[src/rtl/flit_tx_arbiter_pkg.sv]
`default_nettype none
// ============================================================================
//  Module      : flit_tx_arbiter_pkg
//  Description : Shared definitions for flit_tx_arbiter: default flit width
//                (`SIZE), arbiter FSM state encoding, round-robin wrap helper.
//  Revision    : 1.0 - initial release
// ============================================================================
`ifndef SIZE
`define SIZE 8
`endif

package flit_tx_arbiter_pkg;

  localparam int ARB_DEF_W = `SIZE;

  typedef enum logic [1:0] {
    ARB_IDLE    = 2'd0,
    ARB_WAIT_HI = 2'd1,
    ARB_WAIT_LO = 2'd2
  } arb_state_t;

  // Next index after idx in a ring of n entries.
  function automatic int rr_next(input int idx, input int n);
    return (idx + 1 >= n) ? 0 : idx + 1;
  endfunction

endpackage
`default_nettype wire

[src/rtl/flit_tx_arbiter_rr_pick.sv]
`default_nettype none
// ============================================================================
//  Module      : flit_tx_arbiter_rr_pick
//  Description : Combinational round-robin find-first. Returns the first set
//                bit of i_valid at or above i_ptr, wrapping modulo N.
//  Revision    : 1.0 - initial release
// ============================================================================
module flit_tx_arbiter_rr_pick
  import flit_tx_arbiter_pkg::*;
#(
  parameter int N   = 4,
  parameter int IDW = 2
) (
  input  logic [N-1:0]   i_valid,
  input  logic [IDW-1:0] i_ptr,
  output logic [IDW-1:0] o_winner,
  output logic           o_any_valid
);

  logic [IDW-1:0] w_hi_idx;
  logic [IDW-1:0] w_lo_idx;
  logic           w_hi_found;

  // Lowest valid index in the upper region [ptr, N) and in the whole vector;
  // the upper region wins so the search starts at ptr and wraps.
  always_comb begin
    w_hi_idx   = '0;
    w_lo_idx   = '0;
    w_hi_found = 1'b0;
    for (int j = N - 1; j >= 0; j--) begin
      if (i_valid[j]) begin
        w_lo_idx = IDW'(j);
        if (j >= int'(i_ptr)) begin
          w_hi_idx   = IDW'(j);
          w_hi_found = 1'b1;
        end
      end
    end
  end

  assign o_winner    = w_hi_found ? w_hi_idx : w_lo_idx;
  assign o_any_valid = |i_valid;

endmodule
`default_nettype wire

[src/rtl/flit_tx_arbiter.sv]
`default_nettype none
// ============================================================================
//  Module      : flit_tx_arbiter
//  Description : Shares one tx serializer among N flit sources. Each source
//                owns a one-entry holding slot; a round-robin scheduler hands
//                held flits to tx using the req-pulse / busy handshake.
//                Optional trace: define FLIT_ARB_TRACE_EN to print grant and
//                overflow events in simulation.
//  Revision    : 1.0 - initial release
// ============================================================================
module flit_tx_arbiter
  import flit_tx_arbiter_pkg::*;
#(
  parameter int N     = 4,
  parameter int W     = ARB_DEF_W,
  parameter int IDW   = 2,
  parameter int GUARD = 2
) (
  input  logic           clk,
  input  logic           reset,
  input  logic [N-1:0]   i_src_req,
  input  logic [N*W-1:0] i_src_data,
  output logic [N-1:0]   o_src_busy,
  output logic           o_tx_req,
  output logic [W-1:0]   o_tx_data,
  input  logic           i_tx_busy,
  output logic [IDW-1:0] o_grant_id,
  output logic [N-1:0]   o_overflow
);

  localparam int GW = (GUARD < 1) ? 1 : $clog2(GUARD + 1);

  logic [N-1:0]   r_valid;
  logic [W-1:0]   r_data [N];
  logic [N-1:0]   r_ovf;
  arb_state_t     r_state;
  arb_state_t     w_state_nxt;
  logic [GW-1:0]  r_guard;
  logic [GW-1:0]  w_guard_nxt;
  logic [IDW-1:0] r_ptr;
  logic [IDW-1:0] w_ptr_nxt;
  logic           r_tx_req;
  logic [W-1:0]   r_tx_data;
  logic [IDW-1:0] r_grant_id;
  logic [IDW-1:0] w_winner;
  logic           w_any_valid;
  logic           w_grant;
  logic [W-1:0]   w_win_data;

  flit_tx_arbiter_rr_pick #(
    .N   (N),
    .IDW (IDW)
  ) u_rr_pick (
    .i_valid     (r_valid),
    .i_ptr       (r_ptr),
    .o_winner    (w_winner),
    .o_any_valid (w_any_valid)
  );

  // Select the held flit of the current winner.
  always_comb begin
    w_win_data = '0;
    for (int j = 0; j < N; j++) begin
      if (w_winner == IDW'(j)) w_win_data = r_data[j];
    end
  end

  assign w_ptr_nxt = IDW'(rr_next(int'(w_winner), N));

  // Next-state logic: grant from IDLE, then wait for tx to show (and drop) busy.
  always_comb begin
    w_state_nxt = r_state;
    w_guard_nxt = r_guard;
    w_grant     = 1'b0;
    case (r_state)
      ARB_IDLE: begin
        if (w_any_valid && !i_tx_busy) begin
          w_grant     = 1'b1;
          w_state_nxt = ARB_WAIT_HI;
          w_guard_nxt = '0;
        end
      end
      ARB_WAIT_HI: begin
        if (i_tx_busy) begin
          w_state_nxt = ARB_WAIT_LO;
        end else if (r_guard == GW'(GUARD)) begin
          // tx took the flit without ever raising busy
          w_state_nxt = ARB_IDLE;
        end else begin
          w_guard_nxt = r_guard + 1'b1;
        end
      end
      ARB_WAIT_LO: begin
        if (!i_tx_busy) w_state_nxt = ARB_IDLE;
      end
      default: w_state_nxt = ARB_IDLE;
    endcase
  end

  // FSM state, guard counter, rr pointer and registered tx-side outputs.
  always_ff @(posedge clk or posedge reset) begin
    if (reset) begin
      r_state    <= ARB_IDLE;
      r_guard    <= '0;
      r_ptr      <= '0;
      r_tx_req   <= 1'b0;
      r_tx_data  <= '0;
      r_grant_id <= '0;
    end else begin
      r_state  <= w_state_nxt;
      r_guard  <= w_guard_nxt;
      r_tx_req <= w_grant;
      if (w_grant) begin
        r_tx_data  <= w_win_data;
        r_grant_id <= w_winner;
        r_ptr      <= w_ptr_nxt;
      end
    end
  end

  // Holding slots: capture into empty slots, drop and flag requests to full ones.
  always_ff @(posedge clk or posedge reset) begin
    if (reset) begin
      r_valid <= '0;
      r_ovf   <= '0;
      for (int i = 0; i < N; i++) r_data[i] <= '0;
    end else begin
      for (int i = 0; i < N; i++) begin
        if (w_grant && (w_winner == IDW'(i))) begin
          r_valid[i] <= 1'b0;
        end else if (i_src_req[i]) begin
          r_valid[i] <= 1'b1;
        end
        if (i_src_req[i] && !r_valid[i]) r_data[i] <= i_src_data[i*W +: W];
        if (i_src_req[i] && r_valid[i])  r_ovf[i]  <= 1'b1;
      end
    end
  end

`ifdef FLIT_ARB_TRACE_EN
  // Report grant and overflow events as they are committed.
  always_ff @(posedge clk) begin
    if (!reset) begin
      if (w_grant) $display("arb grant src %d data %h", w_winner, w_win_data);
      for (int i = 0; i < N; i++) begin
        if (i_src_req[i] && r_valid[i]) $display("arb overflow src %d", i);
      end
    end
  end
`else
`endif

  assign o_src_busy = r_valid;
  assign o_tx_req   = r_tx_req;
  assign o_tx_data  = r_tx_data;
  assign o_grant_id = r_grant_id;
  assign o_overflow = r_ovf;

endmodule
`default_nettype wire
[config.mk]
export PLATFORM = sky130hd
export DESIGN_NAME = flit_tx_arbiter
export DESIGN_NICKNAME = d
export VERILOG_FILES = /design/src/rtl/flit_tx_arbiter_pkg.sv /design/src/rtl/flit_tx_arbiter_rr_pick.sv /design/src/rtl/flit_tx_arbiter.sv
export SDC_FILE = /design/constraint.sdc
export NUM_CORES = 1
export LEC_CHECK = 0
export ABC_AREA = 1
export BUFFER_PORTS_ARGS = -buffer_cell sky130_fd_sc_hd__buf_2
export CORE_ASPECT_RATIO = 0.5
export CORE_MARGIN = 2
export CORE_UTILIZATION = 30
export DETAILED_ROUTE_END_ITERATION = 6
export GPL_TIMING_DRIVEN = 1
export PLACE_DENSITY_LB_ADDON = 0.2
export SLEW_MARGIN = 15
export SYNTH_ARGS = -nofsm -noshare
export SYNTH_HDL_FRONTEND = slang
export SYNTH_SLANG_ARGS = --single-unit
[constraint.sdc]
create_clock -name clk -period 2.9 [get_ports clk]
set_clock_uncertainty 0.05 [all_clocks]
set_input_delay 0.87 -clock clk [delete_from_list [all_inputs] [get_ports clk]]
set_output_delay 0.87 -clock clk [all_outputs]
set_load 0.02 [all_outputs]
Yosys cells after proc, flatten, opt, wreduce, memory -nomap -nowiden
Cells that the tools add are included.

Flip-flop bits (word level): 57. Input bits: 39. Output and inout port bits: 19. Logic and storage cells: 105.

$add $sub $neg: 2. Magnitude comparators: 4. Equality and inequality tests: 11. Mux-type cells: 42. Reductions and logical operators: 28.

Operator list (number): $mux W2 (19); $mux W8 (4); $mux W1 (17); $logic_and A1 B1 Y1 (13); $reduce_bool A2 Y1 (5); $eq A2 B2 Y1 const B (4); $ne A2 B2 Y1 const B (4); $pmux W2 S3 (1); $logic_not A1 Y1 (5); $eq A2 B1 Y1 const B (2); $ge A1 B2 Y1 const A (2); $logic_not A2 Y1 (2); $pmux W2 S2 (1); $reduce_and A4 Y1 (1); $reduce_or A4 Y1 (1); $add A2 B1 Y3 const B (1); $ge A3 B3 Y1 const B (1); $ne A3 B3 Y1 const B (1); $reduce_and A3 Y1 (1); $add A2 B1 Y2 const B (1); $ge A2 B2 Y1 const A (1).

Longest topological paths before layout
Depth after elaboration: 13. Mapped depth: 16. Depth with buffers taken out: 15.

Cells and area by module
From an unflattened synthesis, not the netlist that was laid out.

Cell total of the unflattened synthesis: 328. Area, all modules: 2692.6 µm².

Modules (own cells, without submodules): flit_tx_arbiter (times used 1, cells an instance 307, area each 2608.8 µm², sequential area each 1426.4 µm²); flit_tx_arbiter_rr_pick (times used 1, cells an instance 21, area each 83.8 µm², sequential area each 0.0 µm²).

Worst setup path after synthesis
Ideal clock, no wire load.

Kind: reg-to-reg. Start point: reg r_valid[1] (netlist: o_src_busy[1]). End point: reg r_tx_data[7] (netlist: o_tx_data[7]). Library setup time: 0.065 ns. Arrival: 1.855 ns. Required time: 2.785 ns. Slack: 0.930 ns. Cell stages (with the launch flop): 16. Buffers on the path: 1. Clock period less this slack: 1.970 ns. Path through: dfrtp_1 inv_2 nor2_2 a21oi_1 nand3_1 nand2_2 inv_1 ha_1 buf_2 inv_1 nand2_2 o21ai_0 nand2_1 nand2_1 nand2_1 nand2_1.

Cells in the longest elaborated chain, start to end: 9. Elaborated cells on any way between the ends: 21. Classes of those cells: eq/ne: 3; mux: 15; reduce/logical: 3.

RTL lines: start: declaration (RTL line flit_tx_arbiter.sv:33) `logic [N-1:0] r_valid;`; start signal: assignment (RTL line flit_tx_arbiter.sv:124) `r_valid <= '0;`; start signal: indexed assignment (RTL line flit_tx_arbiter.sv:130) `r_valid[i] <= 1'b0;`; start signal: indexed assignment (RTL line flit_tx_arbiter.sv:132) `r_valid[i] <= 1'b1;`; $mux W2 / $mux W1 (equally long branches) (RTL line flit_tx_arbiter_rr_pick.sv:31) `if (i_valid[j]) begin`; $mux W2 / $mux W1 (equally long branches) (RTL line flit_tx_arbiter_rr_pick.sv:33) `if (j >= int'(i_ptr)) begin`; $mux W2 / $mux W1 (equally long branches) (RTL line flit_tx_arbiter_rr_pick.sv:31); $mux W2 * (RTL line flit_tx_arbiter_rr_pick.sv:41) `assign o_winner = w_hi_found ? w_hi_idx : w_lo_idx;`; named net u_rr_pick.o_winner[0] (RTL line flit_tx_arbiter_rr_pick.sv:16) `output logic [IDW-1:0] o_winner,`; $logic_not A2 Y1 (RTL line flit_tx_arbiter.sv:64) `if (w_winner == IDW'(j)) w_win_data = r_data[j];`; $mux W8 (3 in a row) (RTL line flit_tx_arbiter.sv:64); $mux W8 * (RTL line flit_tx_arbiter.sv:64); end signal: assignment (RTL line flit_tx_arbiter.sv:114) `r_tx_data <= w_win_data;`; end: declaration (RTL line flit_tx_arbiter.sv:43) `logic [W-1:0] r_tx_data;`.

Mark *: on every way through the listed nets, which the timed path passes. The rest lies on a longest branch. A chain may end at the register's enable or synchronous reset.

Final worst setup path
Start point: reg r_valid[1] (netlist: o_src_busy[1]). End point: reg r_tx_data[0] (netlist: o_tx_data[0]).

Same word-level chain as after synthesis.

==> results list <==
- TritonCTS built the clock tree.
- STA classifies the critical path startpoint as a flop.
- In the finished design, the share of the clock period the worst path needs comes to 0.759.
* CTS clk-pin slew, worst paths: 0.05 ns
- Area taken by flip-flops and latches: about 1400 um2
- Pin placement for this block handled between 50 and 60 I/O pins.
- Counting every net in the synthesized netlist gives 316.
- At the pin with the least slew margin, the transition time is 0.463 ns.
- Counting the fill cells in the layout gives between 800 and 900.
- During synthesis, Yosys emitted a total of 0 warnings.
- Status: finished clean
- RSZ-0062 raised after global routing: no
- Die Height: approximately 70 um
- Worst-path maximum fanout: 10
* Pre-Repair DR Iteration Count: 4
- Data on the critical path is required at its endpoint by 3.06 ns.
- Post-detailed-routing wire length: 6.20 mm
- Cts repair resizes: 0
- Critical path type: flop to flop
* Number of cells after detailed placement: 436
* Avg Synthesized Cell Area: about 9.5 um2
* Via count of the first global-routing pass: 2060
* Minimum clock period: 2.20 ns
* FF+latch count, synth: 57
- After detailed routing, the number of vias per cell comes to between 4 and 5.
* Buffers inserted during post-CTS setup optimization: 0
- Timing would allow up to 454 MHz.
- Startpoint of the worst hold path: r_state[0]$_DFFE_PP0P_
- Top flip-flop cell by instance count after synthesis: sky130_fd_sc_hd__dfrtp_1
- Total inserted antenna cells: 0
- Die Footprint: about 9400 um2
- GRT Total Usage: 0.143
* Area grow syn2layout: 27.1%
- Number of unique standard cell types used by synthesis: 22
- Setup Total Neg Slack: 0 ns
- Data arrival time of the worst path: about 2.4 ns
- Fin. max-slew vios: 0
- In this run the static leakage power is 1.67 nW.
* Final hold slack: 0.388 ns
- Hold/Removal Path Class: flop to flop
* Initial cell density of the core: 0.316
- Register-to-Register Path Depth: 12
- The count of nets left with antenna violations once routing finished came out at 0.
- Of the cells placed in the final design, the portion with a size suffix greater than 1 is 0.336.
- Master cell of the clock root buffer: sky130_fd_sc_hd__clkbuf_16
- The first routing iteration left slightly above 80 violations.
* Part of the Yosys area used for sequential elements: 0.552
* Number of synthesized flops with an enable pin: 0
- Instance count along the most critical hold path: 1
* Maximum Capacitance Violations: 0
- Async set or reset register ratio after synthesis: 1.00
* DR WL/cell: 13.7 um
- Power per cell area: 1230 nW/um2
- Final-report setup violation count: 0
* Via count: a little under 2000
- Area of the multi-input gates: 1020 um2
* Later-pin clock latency in the skew report: 0.32 ns
* Buffers from clock root to sink, at most: 2
* Gate count of the mapped netlist: 272
- Post-placement setup slack: 0.717 ns
- Grt total ovfl: 0
- Number of input and output port buffers inserted: 57
- At the end of routability-driven placement, the weighted congestion stood at 0.819.
* Worst flop-to-flop path startpoint: o_src_busy[1]$_DFFE_PP0P_
- TritonCTS buffer count: 9
* Non-filler instance count after layout: between 400 and 500
- The clock tree synthesis step divided the H-tree into 3 levels.
- Final hold violation count: 0
- The region available for standard cell placement spans 8170 um2.
- VDD sags by at most 341 uV.
- Worst rel slew slack: 0.691
- Total standard cell area after synthesis: 2590 um2
- Entering global routing, the biggest net connects 38 pins.
- Clock tree synthesis found a total of 57 sinks.
- Capturing element type of the critical path: flop
* X dimension of the die: ~140 um
- Hold bufs inserted after CTS: 0
* Antenna violations before repair: 0
- Global-route wire length before repair: slightly above 10 mm
- # rows: 23
* Worst setup slack after layout: 0.699 ns
- For this run, the post-layout net count is 379.
* Final routed DRC violation total: 0
- The critical path starts at o_src_busy[1]$_DFFE_PP0P_.
- Detailed placement ended at an HPWL of approximately 4.7 mm.
[sequential cells by signal, indices dropped and copies added (netlist names)]
register,flops
o_tx_req,1
o_grant_id,2
r_ptr,2
o_src_busy,4
r_data,32
r_guard,2
o_tx_data,8
r_state,2
o_overflow,4
[stage by stage]
stage | util | area, um2 | power [mW]
2_1_floorplan | - | 2590 | 2.56
3_3_place_gp | 0.366 | 2990 | 2.99
3_5_place_dp | 0.366 | 2990 | 3.03
4_1_cts | 0.402 | 3290 | 4.09
5_1_grt | 0.402 | 3290 | 4.39
6_report | 0.402 | 3290 | 4.05
[kinds of logic (layout without fill, tap and decap cells)]
logic type / count (synthesis) / after routing / share of synthesized area
simple gates: 114 / 114 / 0.186
compound gates: 40 / 40 / 0.0827
flops: 57 / 57 / 0.552
fa+ha+maj: 5 / 5 / 0.0242
mux: 23 / 23 / 0.100
buf+inv: 33 / 100 / 0.0551
[final timing paths]
path / endpoint / slack, ns
worst min register to register: r_state[1]$_DFFE_PP0P_ / 0.39
worst max-delay path: o_tx_data[0]$_DFFE_PP0P_ / 0.70
max in group asynchronous: o_tx_data[2]$_DFFE_PP0P_ / 1.74
worst min-delay path: r_state[1]$_DFFE_PP0P_ / 0.39
worst max register to register: o_tx_data[0]$_DFFE_PP0P_ / 0.70
min in group asynchronous: r_data[26]$_DFFE_PP0P_ / 0.51
[area by class of cell]
cell class,count,share of cell area
Timing Repair Buffer,58,0.0929
Tap cell,112,0.0426
Clock inverter,3,0.0122
Clock buffer,12,0.0780
Multi-Input combinational cell,182,0.309
Sequential cell,57,0.434
Inverter,27,0.0308
[critical path, stage by stage (launching register included)]
cell                      delay [ns]
sky130_fd_sc_hd__dfrtp_1        0.38
sky130_fd_sc_hd__inv_2          0.08
sky130_fd_sc_hd__nor2_2         0.10
sky130_fd_sc_hd__nor2_1         0.05
sky130_fd_sc_hd__a21oi_1        0.22
sky130_fd_sc_hd__nand2_2        0.13
sky130_fd_sc_hd__inv_1          0.11
sky130_fd_sc_hd__ha_1           0.38
sky130_fd_sc_hd__inv_1          0.23
sky130_fd_sc_hd__nor2_1         0.16
sky130_fd_sc_hd__nor2_2         0.05
sky130_fd_sc_hd__nand2_1        0.08
sky130_fd_sc_hd__nand2_1        0.05
[where the power goes]
part	switching, mW	internal [mW]	leakage (nW)
Clock	0.333	0.701	0.148
Combinational	1.03	0.612	0.856
Sequential	0.224	1.15	0.666
Total	1.59	2.46	1.67
[layout by cell type (no fill, tap or decap)]
| master | Yosys | routed |
|---|---|---|
| sky130_fd_sc_hd__inv_1 | 22 | 21 |
| sky130_fd_sc_hd__nor2_2 | 6 | 6 |
| sky130_fd_sc_hd__clkinv_2 | 0 | 2 |
| sky130_fd_sc_hd__nand3b_1 | 1 | 1 |
| sky130_fd_sc_hd__buf_12 | 0 | 1 |
| sky130_fd_sc_hd__a21oi_1 | 22 | 22 |
| sky130_fd_sc_hd__ha_1 | 5 | 5 |
| sky130_fd_sc_hd__clkbuf_8 | 0 | 2 |
| sky130_fd_sc_hd__a21o_1 | 4 | 4 |
| sky130_fd_sc_hd__nand3_1 | 5 | 5 |
| sky130_fd_sc_hd__clkbuf_16 | 0 | 9 |
| sky130_fd_sc_hd__nand2_2 | 6 | 6 |
| sky130_fd_sc_hd__mux2_2 | 23 | 23 |
| sky130_fd_sc_hd__bufinv_16 | 0 | 1 |
| sky130_fd_sc_hd__nand2_4 | 1 | 1 |
| sky130_fd_sc_hd__buf_2 | 3 | 57 |
| sky130_fd_sc_hd__nand2_1 | 70 | 70 |
| sky130_fd_sc_hd__o22ai_1 | 3 | 3 |
| sky130_fd_sc_hd__o21ai_0 | 9 | 9 |
| sky130_fd_sc_hd__nand3_2 | 1 | 1 |
| sky130_fd_sc_hd__clkbuf_1 | 0 | 1 |
| sky130_fd_sc_hd__dfrtp_1 | 57 | 57 |
| sky130_fd_sc_hd__o21ai_1 | 2 | 2 |
| sky130_fd_sc_hd__inv_2 | 4 | 5 |
| sky130_fd_sc_hd__clkinv_1 | 1 | 1 |
| sky130_fd_sc_hd__nor2_1 | 24 | 24 |
[cell usage after synthesis (2+ instances only)]
cell	number	area share
sky130_fd_sc_hd__inv_2	4	0.0058
sky130_fd_sc_hd__o22ai_1	3	0.0073
sky130_fd_sc_hd__buf_2	3	0.0058
sky130_fd_sc_hd__nand3_1	5	0.0097
sky130_fd_sc_hd__a21oi_1	22	0.043
sky130_fd_sc_hd__nand2_2	6	0.015
sky130_fd_sc_hd__dfrtp_1	57	0.55
sky130_fd_sc_hd__nor2_2	6	0.015
sky130_fd_sc_hd__ha_1	5	0.024
sky130_fd_sc_hd__inv_1	22	0.032
sky130_fd_sc_hd__o21ai_1	2	0.0039
sky130_fd_sc_hd__o21ai_0	9	0.017
sky130_fd_sc_hd__a21o_1	4	0.012
sky130_fd_sc_hd__buf_4	2	0.0058
sky130_fd_sc_hd__mux2_2	23	0.10
sky130_fd_sc_hd__nor2_1	24	0.035
sky130_fd_sc_hd__nand2_1	70	0.10
[routing by layer]
layer	routed length, um	global-route usage
met4	94	0.0579
met5	0	0
met2	2700	0.199
met3	382	0.0643
met1	3020	0.193
Power figures use the tool's default switching activity.
